===== config.mk =====
export PLATFORM = sky130hd
export DESIGN_NAME = stage1_if
export DESIGN_NICKNAME = d
export VERILOG_FILES = /design/src/rtl/stage1_if.sv
export SDC_FILE = /design/constraint.sdc
export NUM_CORES = 1
export LEC_CHECK = 0
export CAP_MARGIN = 30
export CORE_MARGIN = 2
export CORE_UTILIZATION = 50
export CTS_BUF_LIST = sky130_fd_sc_hd__clkbuf_2
export CTS_CLUSTER_SIZE = 8
export DETAILED_ROUTE_END_ITERATION = 8
export GPL_TIMING_DRIVEN = 1
export PLACE_DENSITY = 0.77
export SETUP_SLACK_MARGIN = 0.1
export SYNTH_ARGS = -nofsm -noshare
export SYNTH_HDL_FRONTEND = slang
export SYNTH_SLANG_ARGS = --single-unit

===== constraint.sdc =====
create_clock -name clk -period 10.3 [get_ports clk]
set_clock_uncertainty 0.15 [all_clocks]
set_input_delay 1.545 -clock clk [delete_from_list [all_inputs] [get_ports clk]]
set_output_delay 1.545 -clock clk [all_outputs]
set_load 0.005 [all_outputs]

===== src/rtl/stage1_if.sv =====
// stage1_if: MIPS instruction-fetch stage. Owns the PC, fetches from
// instruction memory over a valid/ready handshake and registers the fetched
// word plus PC+4 into the IF/ID boundary.
// Ports: clk/rst (async active-high); stall, pcsrc/baddr (redirect) control;
// imem_req/imem_addr/imem_ready/imem_rdata fetch handshake;
// inst/pc4/if_valid IF/ID outputs; if_pc exposes the PC register.
module stage1_if #(
  parameter logic [31:0] RESET_PC = 32'h0000_0000,
  parameter logic [31:0] NOP      = 32'h0000_0000
) (
  input  logic        clk,
  input  logic        rst,
  input  logic        stall,
  input  logic        pcsrc,
  input  logic [31:0] baddr,
  output logic        imem_req,
  output logic [31:0] imem_addr,
  input  logic        imem_ready,
  input  logic [31:0] imem_rdata,
  output logic [31:0] inst,
  output logic [31:0] pc4,
  output logic        if_valid,
  output logic [31:0] if_pc
);

  // RUN: fetching; HOLD: a word was captured during a stall;
  // DROP: waiting out a request that a redirect made stale.
  typedef enum logic [1:0] {RUN, HOLD, DROP} state_t;

  state_t      state_q, state_d;
  logic [31:0] pc_q, pc_d;
  logic [31:0] inst_q, inst_d;
  logic [31:0] pc4_q, pc4_d;
  logic        valid_q, valid_d;
  logic [31:0] hbuf_q, hbuf_d;
  logic [31:0] hpc4_q, hpc4_d;
  logic [31:0] rpc_q, rpc_d;

  logic        hs;
  logic [31:0] pc_plus4;

  // The request is combinational on state so reset forces it low at once.
  assign imem_req  = !rst && (state_q != HOLD);
  assign imem_addr = pc_q;
  assign hs        = imem_req && imem_ready;
  assign pc_plus4  = pc_q + 32'd4;

  assign inst     = inst_q;
  assign pc4      = pc4_q;
  assign if_valid = valid_q;
  assign if_pc    = pc_q;

  always_comb begin
    state_d = state_q;
    pc_d    = pc_q;
    inst_d  = inst_q;
    pc4_d   = pc4_q;
    valid_d = valid_q;
    hbuf_d  = hbuf_q;
    hpc4_d  = hpc4_q;
    rpc_d   = rpc_q;

    if (pcsrc) begin
      // Redirect wins over stall and every state; always issues a bubble.
      inst_d  = NOP;
      valid_d = 1'b0;
      hbuf_d  = NOP;
      unique case (state_q)
        RUN: begin
          if (hs) begin
            pc_d = baddr;
          end else begin
            // Request still pending: keep address stable, remember target.
            rpc_d   = baddr;
            state_d = DROP;
          end
        end
        HOLD: begin
          pc_d    = baddr;
          state_d = RUN;
        end
        DROP: begin
          rpc_d = baddr;
          if (hs) begin
            pc_d    = baddr;
            state_d = RUN;
          end
        end
        default: state_d = RUN;
      endcase
    end else begin
      unique case (state_q)
        RUN: begin
          if (hs) begin
            pc_d = pc_plus4;
            if (stall) begin
              hbuf_d  = imem_rdata;
              hpc4_d  = pc_plus4;
              state_d = HOLD;
            end else begin
              inst_d  = imem_rdata;
              pc4_d   = pc_plus4;
              valid_d = 1'b1;
            end
          end else if (!stall) begin
            inst_d  = NOP;
            valid_d = 1'b0;
          end
        end
        HOLD: begin
          if (!stall) begin
            inst_d  = hbuf_q;
            pc4_d   = hpc4_q;
            valid_d = 1'b1;
            state_d = RUN;
          end
        end
        DROP: begin
          // Stale word is discarded; bubbles continue until it returns.
          if (!stall) begin
            inst_d  = NOP;
            valid_d = 1'b0;
          end
          if (hs) begin
            pc_d    = rpc_q;
            state_d = RUN;
          end
        end
        default: state_d = RUN;
      endcase
    end
  end

  always_ff @(posedge clk or posedge rst) begin
    if (rst) begin
      state_q <= RUN;
      pc_q    <= RESET_PC;
      inst_q  <= NOP;
      pc4_q   <= 32'd0;
      valid_q <= 1'b0;
      hbuf_q  <= NOP;
      hpc4_q  <= 32'd0;
      rpc_q   <= 32'd0;
    end else begin
      state_q <= state_d;
      pc_q    <= pc_d;
      inst_q  <= inst_d;
      pc4_q   <= pc4_d;
      valid_q <= valid_d;
      hbuf_q  <= hbuf_d;
      hpc4_q  <= hpc4_d;
      rpc_q   <= rpc_d;
    end
  end

endmodule


======== After elaboration in Yosys (flattened, before gate mapping) ========
Cells that the tools add are included.
storage, ports and cells
  input bits .............................. 69
  flip-flop bits (word level) ............. 195
cells by class
  mux-type cells .......................... 35
  reduce and logical (&&, ||, !) cells .... 19
  bitwise gates (word level) .............. 1
  add/sub/neg operators ................... 1
  eq/ne operators ......................... 15
operator list
  operator                                                               number
  32-bit 2-to-1 mux                                                      17
  32-bit one-hot mux with 2 select lines                                 4
  32-bit one-hot mux with 3 select lines                                 1
  32-bit by 3-bit adder with 32-bit output, second input constant        1
  3-bit != test, second input constant                                   5
  2-bit 2-to-1 mux                                                       6
  5-bit AND reduction                                                    2
  2-bit nonzero test                                                     5
  3-bit AND reduction                                                    3
  2-bit != test, second input constant                                   4
  4-bit AND reduction                                                    2
  3-bit by 2-bit != test with 1-bit output, second input constant        2
  2-bit one-hot mux with 3 select lines                                  1
  1-bit 2-to-1 mux                                                       4
  4-bit != test, second input constant                                   1
  2-bit one-hot mux with 2 select lines                                  1
  4-bit nonzero test                                                     1
  1-bit one-hot mux with 3 select lines                                  1
  3-bit nonzero test                                                     1
  2-bit by 1-bit equality test with 1-bit output, second input constant  1
  2-bit equality test, second input constant                             1
  1-bit logical AND                                                      2
  2-bit logical NOT                                                      1
  2-bit by 1-bit != test with 1-bit output, second input constant        1
  3 further kinds                                                        3

======== Depth between registers and ports, before layout ========
Gate-level depths: netlist of run 1.
  word-level depth ........................ 6
  mapped depth ............................ 9

======== Worst setup path before layout of run 1 ========
OpenSTA, ideal clock, no wires.
  path type ............................... input -> output
  start ................................... input port rst
  end ..................................... output port imem_req
  required time ........................... 8.605 ns
  stages .................................. 1
  arrival ................................. 1.640 ns
  path slack .............................. 6.965 ns
  path through ............................ nor2_1
between the ends
  longest elaborated chain between the ends .. 2
RTL lines
  item                                RTL line  text
  start, declared                     12        input logic rst,
  1-bit logical NOT (no source line)  n/a
  1-bit logical AND                   43        assign imem_req = !rst && (state_q != HOLD);
  end, declared                       16        output logic imem_req,
No other way between the ends.

======== Worst setup path in the final report of run 1 ========
  start ................................... register state_q[1]
  end ..................................... output port imem_req
between the ends
  longest elaborated chain between the ends .. 2
RTL lines
  item                                      RTL line  text
  start, declared                           30        state_t state_q, state_d;
  start signal, assigned                    145       state_q <= state_d;
  2-bit by 1-bit != test with 1-bit output  43
  1-bit logical AND                         43
No other way between the ends.

==> impl_metrics.ini, run 1 <==
[sta]
clock.fmax_mhz = 211
relSlewSlack = 0.306
tns_ns = 0
hold_viol = 0
fin_crit_ns = 4.75
worstMarginPinSlew_ns = 1.04
final-setup-viol-count = 0
hold_slack_ns = 0.369
finalMaxSlewViolations = 0
finalCritPeriodShare = 0.461
grt_setup_unrepaired = false

[synthesis]
ys_types = 63
netlist_top_cells_area = dfrtp_1, a22o_1, nand2_1, o21ai_0, a21oi_1
synth_top_cells_by_count = dfrtp_1, nand2_1, o21ai_0, a21oi_1, a22o_1
syn_inst = 1114
ys_ff_latch = 195
yosysMostFrequentCell = dfrtp_1
syn-num-nets = 1187
synthesis.area_um2 = 10500
ys_seq_area_frac = 0.463
synthFlopType = dfrtp_1
synth_edf_count = 0
netlist.area_leader.share = 0.463
ys_warn_count = 0
syn_avg_cell_area_um2 = 9.46
synthArstFlopShare = 1.00
synth_top_cell_by_area = dfrtp_1

[global_route]
antenna_found_initial = 2
grt_pass1_vias = 8489
globalRouteOverflowTotal = 0
grt_max_degree = 115
grt_pass1_wl_mm = 45.7
grt_use_total = 0.260

[die]
fp.dieW_um = 149
die_h_um = 149
pin_count = 199
core-area_um2 = 20900
rows = 53
start_util = 0.505
die_area_um2 = 22300

[clock_network]
cts_setup_buffers = 0
cts_resized = 0
cts.sinks = 195
ctsHoldBuffers = 0
clk_pin_slew_ns = 0.30
clock_path_buffers = 2
cts_tree = yes
cts-root-buf = clkbuf_2
htreeDepth = 4
clk-insertion-delay-late_ns = 0.83
cts_buffers = 17

[final_layout]
areaGrowthSynthToFinish_pct = 20.2
finalInstanceArea_um2 = 12700
drive_above_1_share = 0.0747
final_nets = 1291

[run_status]
status = completed

[critical_path]
crit_slowest_cell = buf_4
worstSetupPathType = reg -> out
cp.arrival_ns = 3.05
critical_path_buf_inv_count = 3
path_max_fanout = 51
cpPeakStageDelay_ns = 0.57
cp_top_family = buffers and inverters
worstPathCellList = inv_1 -> ha_4 -> buf_4 -> nor2_1 -> clkdlybuf4s50_1
start_kind = register
crit_path_end_kind = output port
cp.required_ns = 8.61

[drt]
wl_mm = 28.9
via_per_inst = 6.07
wire_per_inst_um = 19.1
drcViolationCount = 0
vias = 9152
ant_nets = 0
drtIter0Drc = 757
firstDrtPassIters = 6

[placed_design]
port_buffers = 198
globalplace.congestion = 0.838
hpwlAfterDp_mm = 18.8
place_area_um2 = 12400

[hold_path]
hold_path_class = reg -> reg

[flow_run]
maxCapViolCount = 0

[pwr]
power.leakage_uw = 0.00531
power.total_uw = 3200
power_density_nw_per_um2 = 253
peakVddDrop_mv = 0.141
==> stage by stage <==
stage	worst slack (ns)	cells	utilization
5_1_grt	5.35	1507	0.606
3_5_place_dp	5.74	1474	0.594
3_3_place_gp	5.74	1471	0.591
4_1_cts	5.53	1506	0.606
6_report	5.55	1508	0.607
2_1_floorplan	3.29	1114	-
==> metal layers <==
metal | GRT usage | wire length, um | vias up
met5 | 0 | 0 | -
met4 | 0.0962 | 716 | 0
met3 | 0.0437 | 2010 | 49
met2 | 0.401 | 13600 | 392
met1 | 0.370 | 12600 | 4482
li1 | - | - | 4229
==> kinds of logic (layout without fill, tap and decap cells) <==
| family | Yosys count | in the layout | share of synthesized area |
|---|---|---|---|
| AOI/OAI and AO/OA | 376 | 376 | 0.230 |
| xor gates and xnor gates | 26 | 26 | 0.0216 |
| adders and majority gates | 4 | 4 | 0.00475 |
| buffers and inverters | 143 | 260 | 0.0702 |
| DFF | 195 | 195 | 0.463 |
| muxes | 56 | 56 | 0.0571 |
| other | 0 | 2 | 0 |
| and+or+nand+nor | 314 | 314 | 0.154 |
==> registers in the layout, indices dropped and copies added, names as in the netlist <==
register	cells
if_valid	1
if_pc	32
pc4	32
hbuf_q	32
hpc4_q	32
state_q	2
rpc_q	32
inst	32
==> tightest hold or removal path: stages (launching register included) <==
cell and delay, ns:
dfrtp_1 0.41, nand2_1 0.05, nand2_1 0.06
==> final cells by class <==
class                   instances  area [um^2]
flip-flops and latches        195         4880
well taps                     275          344
diodes                          2         5.00
inverters                      12         52.6
repair buffers                216         2160
multi-input cells             776         4970
clock buffers                  17         85.1
fillers                      1819         8220
clock inverters                15          171
==> where the power goes <==
part	leakage [uW]	internal (uW)	switching [uW]
combinational	0.00268	744	762
clock	0.000147	120	290
sequential	0.00248	1030	262
==> layout by cell type, fill, tap and decap left out, types with 10 or more instances in the layout <==
master	n
clkbuf_2	17
mux2_2	13
inv_1	11
a211oi_1	34
clkdlybuf4s50_1	197
and3_1	45
a21oi_1	73
o211ai_1	10
mux2i_1	23
nand2_1	131
mux2_1	20
nor3_1	15
dfrtp_1	195
a22o_1	67
o21ai_0	92
nor2_1	39
nand3_1	32
o21ai_1	40
xnor2_1	20
buf_4	15
==> worst paths after layout <==
path | from | endpoint | slack, ns | cells after the start
setup / recovery | state_q[1]$_DFFE_PP0P_ | imem_req | 5.55 | 5
hold / removal | hpc4_q[7]$_DFFE_PP0P_ | hpc4_q[7]$_DFFE_PP0P_ | 0.37 | 2
setup reg to reg | state_q[1]$_DFFE_PP0P_ | inst[29]$_DFFE_PP0P_ | 7.03 | 8
hold reg to reg | hpc4_q[7]$_DFFE_PP0P_ | hpc4_q[7]$_DFFE_PP0P_ | 0.37 | 2
max in group asynchronous | rst | if_pc[8]$_DFFE_PP0P_ | 7.59 | 4
min in group asynchronous | rst | pc4[23]$_DFFE_PP0P_ | 1.28 | 2
No activity file was read; power rests on OpenSTA's default activity.
==> run 2, diff against run 1 <==
Settings changed: CORE_UTILIZATION 50 to 49, PLACE_DENSITY 0.77 to 0.79.
Clock period 10.3 ns to 4.16 ns, I/O delays scaled along.
==> run 2 against run 1 <==
Against the previous run: sequential share of layout area fell by 0.26 points; count of clock-buffer cells in the layout unchanged; global-route usage hardly changed; via count increased by 2.1%; combinational power up 150%; hold slack got worse by 0.15 ns; cell count grew 0.60%; sequential cell count unchanged; design area grew 0.67%.
==> impl_metrics.ini, run 2 (synthesized netlist as in run 1, its figures left out) <==
[final_layout]
final_util = 0.605
layout_commonest_cell = clkdlybuf4s50_1
areaGrowthSynthToFinish_pct = 21.0
final_nets = 1298
drive_above_1_share = 0.0808
nFillCells = 1789
layout_common_cells = clkdlybuf4s50_1, dfrtp_1, nand2_1

[die]
start_util = 0.500
fp.dieW_um = 151
die_h_um = 151
rows = 53
pin_count = 199
core-area_um2 = 21100
die_area_um2 = 22700

[sta]
worstMarginPinSlew_ns = 0.882
grt_setup_unrepaired = false
relSlewSlack = 0.412
final-setup-viol-count = 0
hold_viol = 0
clock.fmax_mhz = 310
tns_ns = 0
fin_crit_ns = 3.22
finalMaxSlewViolations = 0
finalCritPeriodShare = 0.774

[clock_network]
clk_pin_slew_ns = 0.29
cts-root-buf = clkbuf_2
htreeDepth = 4
cts_buffers = 17
cts_resized = 0
cts_tree = yes
ctsHoldBuffers = 0
cts.sinks = 195
cts_setup_buffers = 0
clock_path_buffers = 2
clk-insertion-delay-late_ns = 0.78

[critical_path]
crit_slowest_cell = ha_4
rrSetupSlack_ns = 1.22
start_kind = register
crit_path_end_kind = output port
cpPeakStageDelay_ns = 0.50
cp.required_ns = 3.39
worstSetupPathType = reg -> out
worstPathCellList = inv_1 -> ha_4 -> nor2_1 -> clkdlybuf4s50_1
cp.arrival_ns = 2.45
crit_path_start = state_q[1]$_DFFE_PP0P_
cp_top_family = buffers and inverters
r2r_start = state_q[1]$_DFFE_PP0P_
reg2reg_depth = 8
r2r-end = inst[23]$_DFFE_PP0P_
path_max_fanout = 44
critical_path_buf_inv_count = 2

[global_route]
grt_pass1_wl_mm = 46.6
grt_use_total = 0.260
grt_pass1_vias = 8715
globalRouteOverflowTotal = 0
antenna_found_initial = 4
grt_max_degree = 81

[drt]
drcViolationCount = 0
drtIter0Drc = 901
firstDrtPassIters = 6
wire_per_inst_um = 19.5
ant_nets = 0
wl_mm = 29.5
vias = 9347
via_per_inst = 6.16

[pwr]
clock_power_share = 0.126
power.total_uw = 7970
internal_power_uw = 4700
power.leakage_uw = 0.00535
sw_frac_of_total = 0.410
peakVddDrop_mv = 0.318
combPwrFrac = 0.473
power_density_nw_per_um2 = 625
p_seq_frac = 0.401
p_sw_uw = 3270

[hold_path]
hold_path_class = in -> async

[flow_run]
maxCapViolCount = 0

[placed_design]
globalplace.congestion = 0.875
port_buffers = 198
hpwlAfterDp_mm = 19.8

[run_status]
status = completed
[run 2: area by class of cell]
type,count,area [um^2],area share
timing repair buffer,223,2240,0.176
clock buffer,17,85.1,0.00667
inverter,12,48.8,0.00383
multi-input combinational,776,4970,0.390
sequential,195,4880,0.383
tap,275,344,0.0270
clock inverter,15,171,0.0134
antenna,4,10.0,0.000785
[run 2: worst max-delay path by stage]
stage	cells after the start	slack (ns)	to
3_3_place_gp	7	1.13	inst[23]$_DFFE_PP0P_
2_1_floorplan	1	0.87	hbuf_q[0]$_DFFE_PP0P_
6_report	4	0.94	imem_req
5_1_grt	4	0.81	imem_req
4_1_cts	4	0.90	imem_req
3_5_place_dp	7	0.98	inst[23]$_DFFE_PP0P_
[run 2: stage by stage]
step / hold slack, ns / setup WS, ns / instance area, um^2 / std cells
final: 0.214 / 0.938 / 12800 / 1517
after global routing: 0.144 / 0.814 / 12700 / 1515
after CTS: 0.132 / 0.902 / 12700 / 1512
after detailed placement: 0.315 / 0.985 / 12500 / 1480
after global placement: 0.309 / 1.13 / 12400 / 1479
after floorplan: 0.296 / 0.868 / 10500 / 1114
[run 2: power groups by stage]
stage	sequential, uW	combinational (uW)	clock [uW]
2_1_floorplan	3030	2380	0
3_3_place_gp	3200	3610	0
3_5_place_dp	3230	3740	0
4_1_cts	3190	3750	1020
5_1_grt	3280	4130	1100
6_report	3200	3770	1000
[run 2: per-layer routing]
metal	vias up	part of all wire	routed length, um	track usage
li1	4245	-	-	-
met1	4625	0.43	12800	0.374
met2	433	0.47	13900	0.405
met3	44	0.079	2320	0.0433
met4	0	0.019	554	0.0794
met5	-	0	0	0
==> run 3, diff against run 2 <==
Clock period 4.16 ns to 2.95 ns, I/O delays scaled along.
==> run 3 against run 2 <==
Against the previous run: wire length about the same; combinational power rose by 46%; hold slack worse by 0.11 ns; via count shrank 0.63%; clock power increased by 50%; highest routed layer unchanged; power up 44%; cell count up 1.1%; core utilization rose by 0.98 points; setup slack lost 0.72 ns; non-clock buffer count rose by 17; count of clock-buffer cells in the layout unchanged; sequential power rose by 39%.
==> impl_metrics.ini, run 3 (synthesized netlist as in run 1, its figures left out) <==
[run_status]
status = completed

[hold_path]
hold_path_startpoint = baddr[16]
hold_path_depth = 2
hold_path_class = in -> reg
hold_end = rpc_q[16]$_DFFE_PP0P_

[clock_network]
clk_pin_slew_ns = 0.30
cts_tree = yes
clk-insertion-delay-late_ns = 0.79
cts.sinks = 195
cts-root-buf = clkbuf_2
clock_path_buffers = 2
cts_buffers = 17
htreeDepth = 4

[global_route]
globalRouteOverflowTotal = 0
grt_use_total = 0.263
antenna_found_initial = 3
grt_pass1_wl_mm = 46.8
grt_pass1_vias = 8723
grt_max_degree = 95

[final_layout]
final_nets = 1315
layout_commonest_cell = clkdlybuf4s50_1
finalNonFillerCells = 1533
areaGrowthSynthToFinish_pct = 22.9
nFillCells = 1767
drive_above_1_share = 0.0940
final_util = 0.615
layout_common_cells = clkdlybuf4s50_1, dfrtp_1, nand2_1

[placed_design]
hpwlAfterDp_mm = 20.0
port_buffers = 198
globalplace.congestion = 0.864
pre_cts_slack_ns = 0.239
dp_cells = 1494

[critical_path]
start_kind = register
crit_path_end_kind = output port
worstSetupPathType = reg -> out
rrSetupSlack_ns = 0.40
path_max_fanout = 12
r2r-end = pc4[24]$_DFFE_PP0P_
r2r_start = if_pc[3]$_DFFE_PP0P_
reg2reg_depth = 6
cp.arrival_ns = 2.14
cp.required_ns = 2.36

[die]
rows = 53
die_h_um = 151
pin_count = 199
core-area_um2 = 21100
start_util = 0.500
die_area_um2 = 22700
fp.dieW_um = 151

[drt]
wl_mm = 29.5
wl_met3_mm = 2.38
via_per_inst = 6.06
firstDrtPassIters = 6
drcViolationCount = 0
wl_met2_mm = 13.8
wire_per_inst_um = 19.3
drtIter0Drc = 875
top_layer = met4
met1Wirelength_mm = 12.8
ant_nets = 0
vias = 9288

[sta]
final.setup.worst_slack_ns = 0.217
worstMarginPinSlew_ns = 0.671
grt_setup_unrepaired = false
finalMaxSlewViolations = 0
clock.fmax_mhz = 366
fin_crit_ns = 2.73
final-setup-viol-count = 0
finalCritPeriodShare = 0.926
hold_viol = 0
relSlewSlack = 0.553

[pwr]
power_density_nw_per_um2 = 886
power.total_uw = 11500
power.leakage_uw = 0.00547
peakVddDrop_mv = 0.393

[flow_run]
maxCapViolCount = 0
[run 3: cell type report]
class / instances / area [um^2] / area share
Tap cell: 275 / 344 / 0.0265
Sequential cell: 195 / 4880 / 0.376
Timing Repair Buffer: 240 / 2420 / 0.187
Clock buffer: 17 / 85.1 / 0.00656
Inverter: 12 / 48.8 / 0.00376
Antenna cell: 3 / 7.51 / 0.000579
Clock inverter: 15 / 195 / 0.0151
Multi-Input combinational cell: 776 / 4980 / 0.384
[run 3: worst max path at each step]
stage	slack [ns]	startpoint	cells past startpoint	endpoint
floorplan	-0.16	rst	1	hbuf_q[0]$_DFFE_PP0P_
global placement	0.28	rst	6	inst[21]$_DFFE_PP0P_
detailed placement	0.24	rst	6	inst[22]$_DFFE_PP0P_
CTS	0.11	state_q[1]$_DFFE_PP0P_	4	imem_req
global route	0.12	state_q[1]$_DFFE_PP0P_	4	imem_req
finish	0.22	state_q[0]$_DFFE_PP0P_	3	imem_req
[run 3: report_power, final]
part | internal [uW] | switching, uW | leakage (uW)
clock network | 503 | 1000 | 0.000164
registers | 3590 | 876 | 0.00248
logic | 2760 | 2770 | 0.00283
[run 3: per-stage QoR]
step	area [um^2]	hold WS, ns	TNS [ns]
after floorplan	10500	0.296	-31.38
after global placement	12600	0.306	0
after detailed placement	12600	0.313	0
after CTS	12900	0.0369	0
after global routing	13000	0.0473	0
final	13000	0.104	0
[run 3: repair_timing]
item | in CTS | in global routing
gates resized for setup | 1 | 1
hold endpoints to repair | 2 | 0
setup endpoints to repair | 1 | 1
setup buffers | 3 | 0
hold buffers | 1 | 0
[run 3: critical path, cell delays in order (launching register included)]
cell and delay (ns):
dfrtp_1 0.48, ha_4 0.24, nor2_4 0.15, clkdlybuf4s50_1 0.51
[run 3: layer usage]
layer,track usage,vias up
li1,-,4279
met1,0.369,4513
met2,0.409,447
met3,0.0545,49
met4,0.0850,0
met5,0,-
